## config.mk

```make
export PLATFORM = sky130hd
export DESIGN_NAME = sys_ctrl
export DESIGN_NICKNAME = d
export VERILOG_FILES = /design/src/rtl/sys_ctrl_pkg.sv /design/src/rtl/sys_ctrl_irq.sv /design/src/rtl/sys_ctrl.sv
export SDC_FILE = /design/constraint.sdc
export NUM_CORES = 1
export LEC_CHECK = 0
export CORE_MARGIN = 5
export CORE_UTILIZATION = 35
export CTS_BUF_LIST = sky130_fd_sc_hd__clkbuf_8
export CTS_CLUSTER_DIAMETER = 200
export DETAILED_ROUTE_END_ITERATION = 16
export GPL_ROUTABILITY_DRIVEN = 0
export PLACE_DENSITY = 0.6
export SETUP_SLACK_MARGIN = 0.02
export SYNTH_ARGS = -nofsm -noshare
export SYNTH_HDL_FRONTEND = slang
export SYNTH_SLANG_ARGS = --single-unit
```

## constraint.sdc

```tcl
create_clock -name clk -period 3.9 [get_ports clk]
set_input_delay 0.585 -clock clk [delete_from_list [all_inputs] [get_ports clk]]
set_output_delay 0.585 -clock clk [all_outputs]
set_load 0.03 [all_outputs]
```

## src/rtl/sys_ctrl_pkg.sv

```systemverilog
// Zed64 system controller: register map, ID and reset-sequencer states.
// Shared by sys_ctrl and sys_ctrl_irq.
package sys_ctrl_pkg;

  localparam logic [2:0] REG_CTRL   = 3'd0;
  localparam logic [2:0] REG_DIV    = 3'd1;
  localparam logic [2:0] REG_PEND   = 3'd2;
  localparam logic [2:0] REG_MASK   = 3'd3;
  localparam logic [2:0] REG_NMISEL = 3'd4;
  localparam logic [2:0] REG_ID     = 3'd5;

  localparam logic [7:0] SYS_ID = 8'h64;

  typedef enum logic {
    ST_HOLD = 1'b0,
    ST_RUN  = 1'b1
  } rst_state_t;

endpackage

```

## src/rtl/sys_ctrl_irq.sv

```systemverilog
// Interrupt edge capture, PEND/MASK/NMISEL and IRQ/NMI reduction.
// NMI routing exists only when SYS_CTRL_NMI_EN is defined.
module sys_ctrl_irq #(
  parameter int NUM_IRQ = 8
) (
  input  logic               clk,
  input  logic               reset,
  input  logic [NUM_IRQ-1:0] irq_src,
  input  logic               wr_pend,
  input  logic               wr_mask,
  input  logic               wr_nmisel,
  input  logic [NUM_IRQ-1:0] wdata,
  output logic [NUM_IRQ-1:0] pend,
  output logic [NUM_IRQ-1:0] mask,
  output logic [NUM_IRQ-1:0] nmisel,
  output logic               irq_n,
  output logic               nmi_n
);

  logic [NUM_IRQ-1:0] src_q;
  logic [NUM_IRQ-1:0] rise;
  logic [NUM_IRQ-1:0] clr;

  assign rise = irq_src & ~src_q;
  assign clr  = wr_pend ? wdata : '0;

  // src_q tracks the sources even in reset so a level held
  // through reset does not look like a fresh edge
  always_ff @(posedge clk) begin
    src_q <= irq_src;
    if (reset) begin
      pend <= '0;
      mask <= '0;
    end else begin
      pend <= (pend & ~clr) | rise;
      if (wr_mask)
        mask <= wdata;
    end
  end

`ifdef SYS_CTRL_NMI_EN
  always_ff @(posedge clk) begin
    if (reset)
      nmisel <= '0;
    else if (wr_nmisel)
      nmisel <= wdata;
  end

  assign irq_n = ~|(pend & mask & ~nmisel);
  assign nmi_n = ~|(pend & nmisel);
`else
  logic nmi_unused;

  assign nmi_unused = wr_nmisel;
  assign nmisel     = '0;
  assign irq_n      = ~|(pend & mask);
  assign nmi_n      = 1'b1;
`endif

endmodule

```

## src/rtl/sys_ctrl.sv

```systemverilog
// Zed64 system controller: clock-enable divider, CPU reset sequencer, bus regs.
// Define SYS_CTRL_NMI_EN to enable NMISEL routing to cpu_nmi_n.
module sys_ctrl
  import sys_ctrl_pkg::*;
#(
  parameter int                    NUM_IRQ     = 8,
  parameter int                    ADDR_WIDTH  = 16,
  parameter logic [ADDR_WIDTH-1:0] BASE_ADDR   = 16'hFFE0,
  parameter int                    RST_STRETCH = 16,
  parameter logic [7:0]            DIV_RESET   = 8'd1
) (
  input  logic                  clk,
  input  logic                  reset,
  input  logic                  clk_locked,
  input  logic [ADDR_WIDTH-1:0] bus_addr,
  input  logic [7:0]            bus_wdata,
  input  logic                  bus_we,
  input  logic                  bus_cyc,
  output logic                  bus_hit,
  output logic [7:0]            bus_rdata,
  input  logic [NUM_IRQ-1:0]    irq_src,
  output logic                  cpu_ce,
  output logic                  cpu_reset,
  output logic                  cpu_irq_n,
  output logic                  cpu_nmi_n,
  output logic                  cpu_rdy
);

  localparam int RW = $clog2(RST_STRETCH) + 1;
  localparam logic [RW-1:0] RST_LAST = RW'(RST_STRETCH - 1);

  logic [2:0]         off;
  logic               access;
  logic               wr;
  logic               rd;
  logic               wr_ctrl;
  logic               wr_div;
  logic               srst;
  logic [7:0]         div;
  logic [7:0]         div_cnt;
  logic [RW-1:0]      rst_cnt;
  rst_state_t         state;
  logic [NUM_IRQ-1:0] pend;
  logic [NUM_IRQ-1:0] mask;
  logic [NUM_IRQ-1:0] nmisel;
  logic [7:0]         rmux;

  assign off     = bus_addr[2:0];
  assign bus_hit = bus_addr[ADDR_WIDTH-1:3] == BASE_ADDR[ADDR_WIDTH-1:3];
  assign access  = bus_cyc & bus_hit & cpu_ce;
  assign wr      = access & bus_we;
  assign rd      = access & ~bus_we;
  assign wr_ctrl = wr && (off == REG_CTRL);
  assign wr_div  = wr && (off == REG_DIV);
  assign srst    = wr_ctrl & bus_wdata[1];

  // cpu_ce is registered, so it trails the terminal count by a cycle
  always_ff @(posedge clk) begin
    if (reset) begin
      div     <= DIV_RESET;
      div_cnt <= '0;
      cpu_ce  <= 1'b0;
    end else begin
      cpu_ce <= (div_cnt == div);
      if (wr_div) begin
        div     <= bus_wdata;
        div_cnt <= '0;
      end else if (div_cnt == div) begin
        div_cnt <= '0;
      end else begin
        div_cnt <= div_cnt + 8'd1;
      end
    end
  end

  always_ff @(posedge clk) begin
    if (reset || !clk_locked || srst) begin
      state     <= ST_HOLD;
      rst_cnt   <= '0;
      cpu_reset <= 1'b1;
    end else begin
      unique case (state)
        ST_HOLD: begin
          if (rst_cnt == RST_LAST) begin
            state     <= ST_RUN;
            cpu_reset <= 1'b0;
          end else begin
            rst_cnt <= rst_cnt + RW'(1);
          end
        end
        ST_RUN: cpu_reset <= 1'b0;
      endcase
    end
  end

  always_ff @(posedge clk) begin
    if (reset)
      cpu_rdy <= 1'b1;
    else if (wr_ctrl)
      cpu_rdy <= bus_wdata[0];
  end

  sys_ctrl_irq #(
    .NUM_IRQ(NUM_IRQ)
  ) u_irq (
    .clk       (clk),
    .reset     (reset),
    .irq_src   (irq_src),
    .wr_pend   (wr && (off == REG_PEND)),
    .wr_mask   (wr && (off == REG_MASK)),
    .wr_nmisel (wr && (off == REG_NMISEL)),
    .wdata     (bus_wdata[NUM_IRQ-1:0]),
    .pend      (pend),
    .mask      (mask),
    .nmisel    (nmisel),
    .irq_n     (cpu_irq_n),
    .nmi_n     (cpu_nmi_n)
  );

  always_comb begin
    rmux = '0;
    case (off)
      REG_CTRL:   rmux = {7'd0, cpu_rdy};
      REG_DIV:    rmux = div;
      REG_PEND:   rmux = 8'(pend);
      REG_MASK:   rmux = 8'(mask);
      REG_NMISEL: rmux = 8'(nmisel);
      REG_ID:     rmux = SYS_ID;
      default:    rmux = '0;
    endcase
  end

  always_ff @(posedge clk) begin
    if (reset)
      bus_rdata <= '0;
    else if (rd)
      bus_rdata <= rmux;
  end

endmodule

```

Yosys cells after proc, flatten, opt, wreduce, memory -nomap -nowiden
Index checks and enable logic that the tools add are counted.

Word-level logic and storage cells: 53. Register bits: 57.

Reduce and logical (&&, ||, !) cells: 12. Bitwise logic cells: 14. Equal/unequal tests: 8. Mux-type cells: 6. Add/subtract/negate cells: 2.

Operator list (number): $pmux W8 S5 (1); $and A8 B8 Y8 (3); $not A8 Y8 (2); $eq A13 B13 Y1 const B (1); $add A8 B1 Y8 const B (1); $eq A8 B8 Y1 (1); $mux W8 (1); $or A8 B8 Y8 (1); $reduce_or A8 Y1 (1); $eq A3 B2 Y1 const B (2); $add A5 B1 Y5 const B (1); $and A1 B1 Y1 (5); $eq A5 B4 Y1 const B (1); $logic_and A1 B1 Y1 (4); $eq A3 B1 Y1 const B (1); $eq A3 B3 Y1 const B (1); $logic_not A3 Y1 (1); $mux W1 (3); $not A1 Y1 (3); $reduce_or A3 Y1 (1); $logic_not A1 Y1 (2); $logic_or A1 B1 Y1 (2); $ne A2 B2 Y1 const B (1); $pmux W1 S2 (1); $reduce_and A2 Y1 (1).

Logic depth before layout (Yosys ltp)
Depth after elaboration: 9. Gate-level depth with buffers: 7. Mapped depth without buffers: 7.

Hierarchy
A second synthesis with hierarchy kept.

Cell total of the unflattened synthesis: 289. Area, all modules: 2708.8 µm².

Modules (own cells, without submodules): sys_ctrl (cells each 205, seq. area each 660.6 µm², area each 1795.5 µm², instances 1); sys_ctrl_irq (cells each 84, seq. area each 480.5 µm², area each 913.4 µm², instances 1).

Worst setup path after synthesis
No wires, ideal clock.

Path kind: input-to-output. Start point: input bus_addr[3]. End point: output bus_hit. Stages on the path: 4. Arrival: 1343 ps. Buffers on the path: 1. Path slack: 1972 ps. Data required time: 3315 ps. Cells stage by stage: and4bb_1 nand4_1 buf_2 inv_1.

Cells in the longest elaborated chain, start to end: 1.

Ends and longest elaborated chain: start, declared (line sys_ctrl.sv:15) `input logic [ADDR_WIDTH-1:0] bus_addr,`; $eq A13 B13 Y1 (line sys_ctrl.sv:49) `assign bus_hit = bus_addr[ADDR_WIDTH-1:3] == BASE_ADDR[ADDR_WIDTH-1:3];`; end, declared (line sys_ctrl.sv:19) `output logic bus_hit,`.

Every way passes these cells.

Worst setup path in the final report
Start point: input bus_addr[13]. End point: output bus_hit.

The elaborated chain is that of the path after synthesis.

==> flow_metrics.env <==
export IMPL_hold_path_end="cpu_reset"
export IMPL_synth_edf_count=0
export IMPL_vias_per_cell=5.27
export IMPL_drt_iter0_markers=171
export IMPL_synth_async_reset_ratio_pct=0
export IMPL_arrival_ps=2540
export IMPL_start_util_pct=36.0
export IMPL_grt_usage_pct=15.1
export IMPL_synth_seq_cells=57
export IMPL_cts_setup_buffers=0
export IMPL_final_min_clock_period_ps=3120
export IMPL_p_seq_share_pct=51.9
export IMPL_hpwlAfterDp_um=4720
export IMPL_pre_cts_ws_ps=759
export IMPL_grt_overflow_total=0
export IMPL_diodes=0
export IMPL_via_count=2308
export IMPL_finalMaxSlewViolations=0
export IMPL_fmax_ghz=0.320
export IMPL_r2r_end="rst_cnt[3]"
export IMPL_grt_start_max_net_pins=39
export IMPL_hold_buffers=0
export IMPL_grt_pass1_wl_um=10700
export IMPL_dr_pass1_iters=4
export IMPL_worst_path_buf_inv=4
export IMPL_cap_violations=0
export IMPL_cts_tree="yes"
export IMPL_synth_ff_type="dfxtp_1"
export IMPL_fp_dieH_um=96.3
export IMPL_finalSetupTns_ps=0
export IMPL_rows=31
export IMPL_first_global_vias=2194
export IMPL_numCtsBuffers=9
export IMPL_syn_cell_area_um2=2610
export IMPL_rr_worst_depth=7
export IMPL_syn_avg_cell_area_um2=8.96
export IMPL_synthDistinctLibCells=45
export IMPL_seq_area_frac_synth_pct=43.7
export IMPL_finalCritPeriodShare_pct=80.1
export IMPL_drive_gt1_share_pct=8.26
export IMPL_cp_max_fo=14
export IMPL_clkPwrFrac_pct=38.5
export IMPL_p_sw_mw=0.300
export IMPL_r2r_start="rst_cnt[0]"
export IMPL_total_leakage_power_nw=1.11
export IMPL_synth_most_common_cell="dfxtp_1"
export IMPL_worstPathRequired_ps=3310
export IMPL_cts_resized=0
export IMPL_drc=0
export IMPL_synth_top_area_cell="dfxtp_1"
export IMPL_powerDensity_nw_per_um2=358
export IMPL_total_power_mw=1.18
export IMPL_path_class="input port to output port"
export IMPL_nets=374
export IMPL_cts_path_max_buffers=2
export IMPL_crit_family="buffers and inverters"
export IMPL_hold_violations=0
export IMPL_slew_headroom_pct=54.9
export IMPL_antenna_found_initial=0
export IMPL_hold_start="cpu_reset"
export IMPL_clkSlewWorstSetupHoldPaths_ps=60
export IMPL_wl_um=6580
export IMPL_utilization_pct=45.4
export IMPL_area_growth_pct=26.2
export IMPL_hold_path_cell_count=1
export IMPL_status="finished clean"
export IMPL_crit_top_cell="clkdlybuf4s50_1"
export IMPL_ctsHtreeMaxLevel=3
export IMPL_peakVddDrop_uv=240
export IMPL_intPower_mw=0.879
export IMPL_rsz0062_at_grt="false"
export IMPL_fill_cells=727
export IMPL_chipWidth_um=96.3
export IMPL_setup_ws_ps=778
export IMPL_synth_common_cells="57 x dfxtp_1, 37 x a21oi_1, 34 x o21ai_0, 22 x nand4_1, 18 x nand3_1"
export IMPL_critPathLaunchType="input port"
export IMPL_cts_sinks=57
export IMPL_comb_power_share_pct=9.6
export IMPL_worst_slew_pin_slew_ps=674
export IMPL_cts_root_buf="clkbuf_8"
export IMPL_slowest_stage="clkdlybuf4s50_1"
export IMPL_r2r_setup_slack_ps=2070
export IMPL_cpPeakStageDelay_ps=670
export IMPL_hold_class="flop to flop"
export IMPL_drtAntennaViolNets=0
export IMPL_die_area_um2=9280
export IMPL_fin_skew_ps=6.78
export IMPL_core_area_um2=7250
export IMPL_io_pins=51
export IMPL_netlist_instances=291
export IMPL_synth_nets=331
export IMPL_yosys_warnings=0
export IMPL_crit_chain="clkdlybuf4s50_1, and3_1, buf_4, nand4_1, inv_1, clkdlybuf4s50_1"
export IMPL_port_buffers=49
export IMPL_wire_per_inst_um=15.0
export IMPL_clock_latency_ps=330
export IMPL_setup_viol=0
export IMPL_synthTopCellsByArea="dfxtp_1 44%, a21oi_1 7.1%, o21ai_0 6.5%"
export IMPL_swShare_pct=25.5
export IMPL_synth_top_area_share_pct=43.7
export IMPL_crit_path_end_kind="output port"
worst max-delay path by stage:
stage | depth (start not counted) | to | startpoint | slack, ps
after floorplan | 4 | bus_hit | bus_addr[3] | 1970
after global routing | 6 | bus_hit | bus_addr[14] | 650
after detailed placement | 6 | bus_hit | bus_addr[13] | 760
final | 6 | bus_hit | bus_addr[13] | 780
after CTS | 6 | bus_hit | bus_addr[13] | 750
after global placement | 6 | bus_hit | bus_addr[14] | 790
registers in the layout (all words and copies together) (netlist names):
signal,cells
cpu_ce,1
cpu_reset,1
div,8
state,1
cpu_rdy,1
bus_rdata,8
div_cnt,8
u_irq.mask,8
u_irq.pend,8
u_irq.src_q,8
rst_cnt,5
per-layer routing:
metal / GRT usage [%] / vias to the layer above / part of all wire [%]
met1: 19.8 / 1071 / 46
met5: 0 / - / 0
met2: 22.9 / 70 / 45
met3: 5.47 / 8 / 7.7
met4: 5.02 / 0 / 1.0
li1: - / 1159 / -
through the flow:
| step | hold WS [ps] | area (µm²) | instances |
|---|---|---|---|
| final | 456 | 3290 | 438 |
| after global routing | 481 | 3290 | 438 |
| after CTS | 464 | 3290 | 438 |
| after detailed placement | 449 | 3130 | 422 |
| after global placement | 442 | 3130 | 422 |
| after floorplan | 459 | 2610 | 291 |
cell families after synthesis:
group	after synthesis	synth area share, %
other	1	0.144
AOI/OAI and AO/OA	85	17.7
DFF	57	43.7
muxes	11	4.89
xor gates and xnor gates	17	5.71
buffers and inverters	24	4.99
and+or+nand+nor	93	21.4
adders and majority gates	3	1.44
layout make-up:
cell class	count	area (µm²)	share of cell area (%)
Multi-Input combinational cell	210	1340	40.6
Sequential cell	57	1140	34.7
Timing Repair Buffer	52	513	15.6
Clock buffer	9	124	3.76
Tap cell	99	124	3.76
Clock inverter	7	38.8	1.18
Inverter	4	15.0	0.456
power by group through the flow:
| stage | sequential, mW | clock [mW] | combinational, mW |
|---|---|---|---|
| after floorplan | 0.623 | 0 | 0.0569 |
| after global placement | 0.624 | 0 | 0.112 |
| after detailed placement | 0.625 | 0 | 0.113 |
| after CTS | 0.612 | 0.471 | 0.114 |
| after global routing | 0.614 | 0.496 | 0.125 |
| final | 0.612 | 0.454 | 0.114 |
layout by cell type (no fill, tap or decap), types with 8 or more instances in the layout:
cell type | netlist | final
nand3_1 | 18 | 18
a22oi_1 | 8 | 8
clkbuf_8 | 1 | 9
nand2b_1 | 9 | 9
nand4_1 | 22 | 22
dfxtp_1 | 57 | 57
nor3_1 | 8 | 8
o21ai_0 | 34 | 34
xnor2_1 | 11 | 11
clkdlybuf4s50_1 | 0 | 49
a21oi_1 | 37 | 37
No activity file was read; power rests on OpenSTA's default activity.
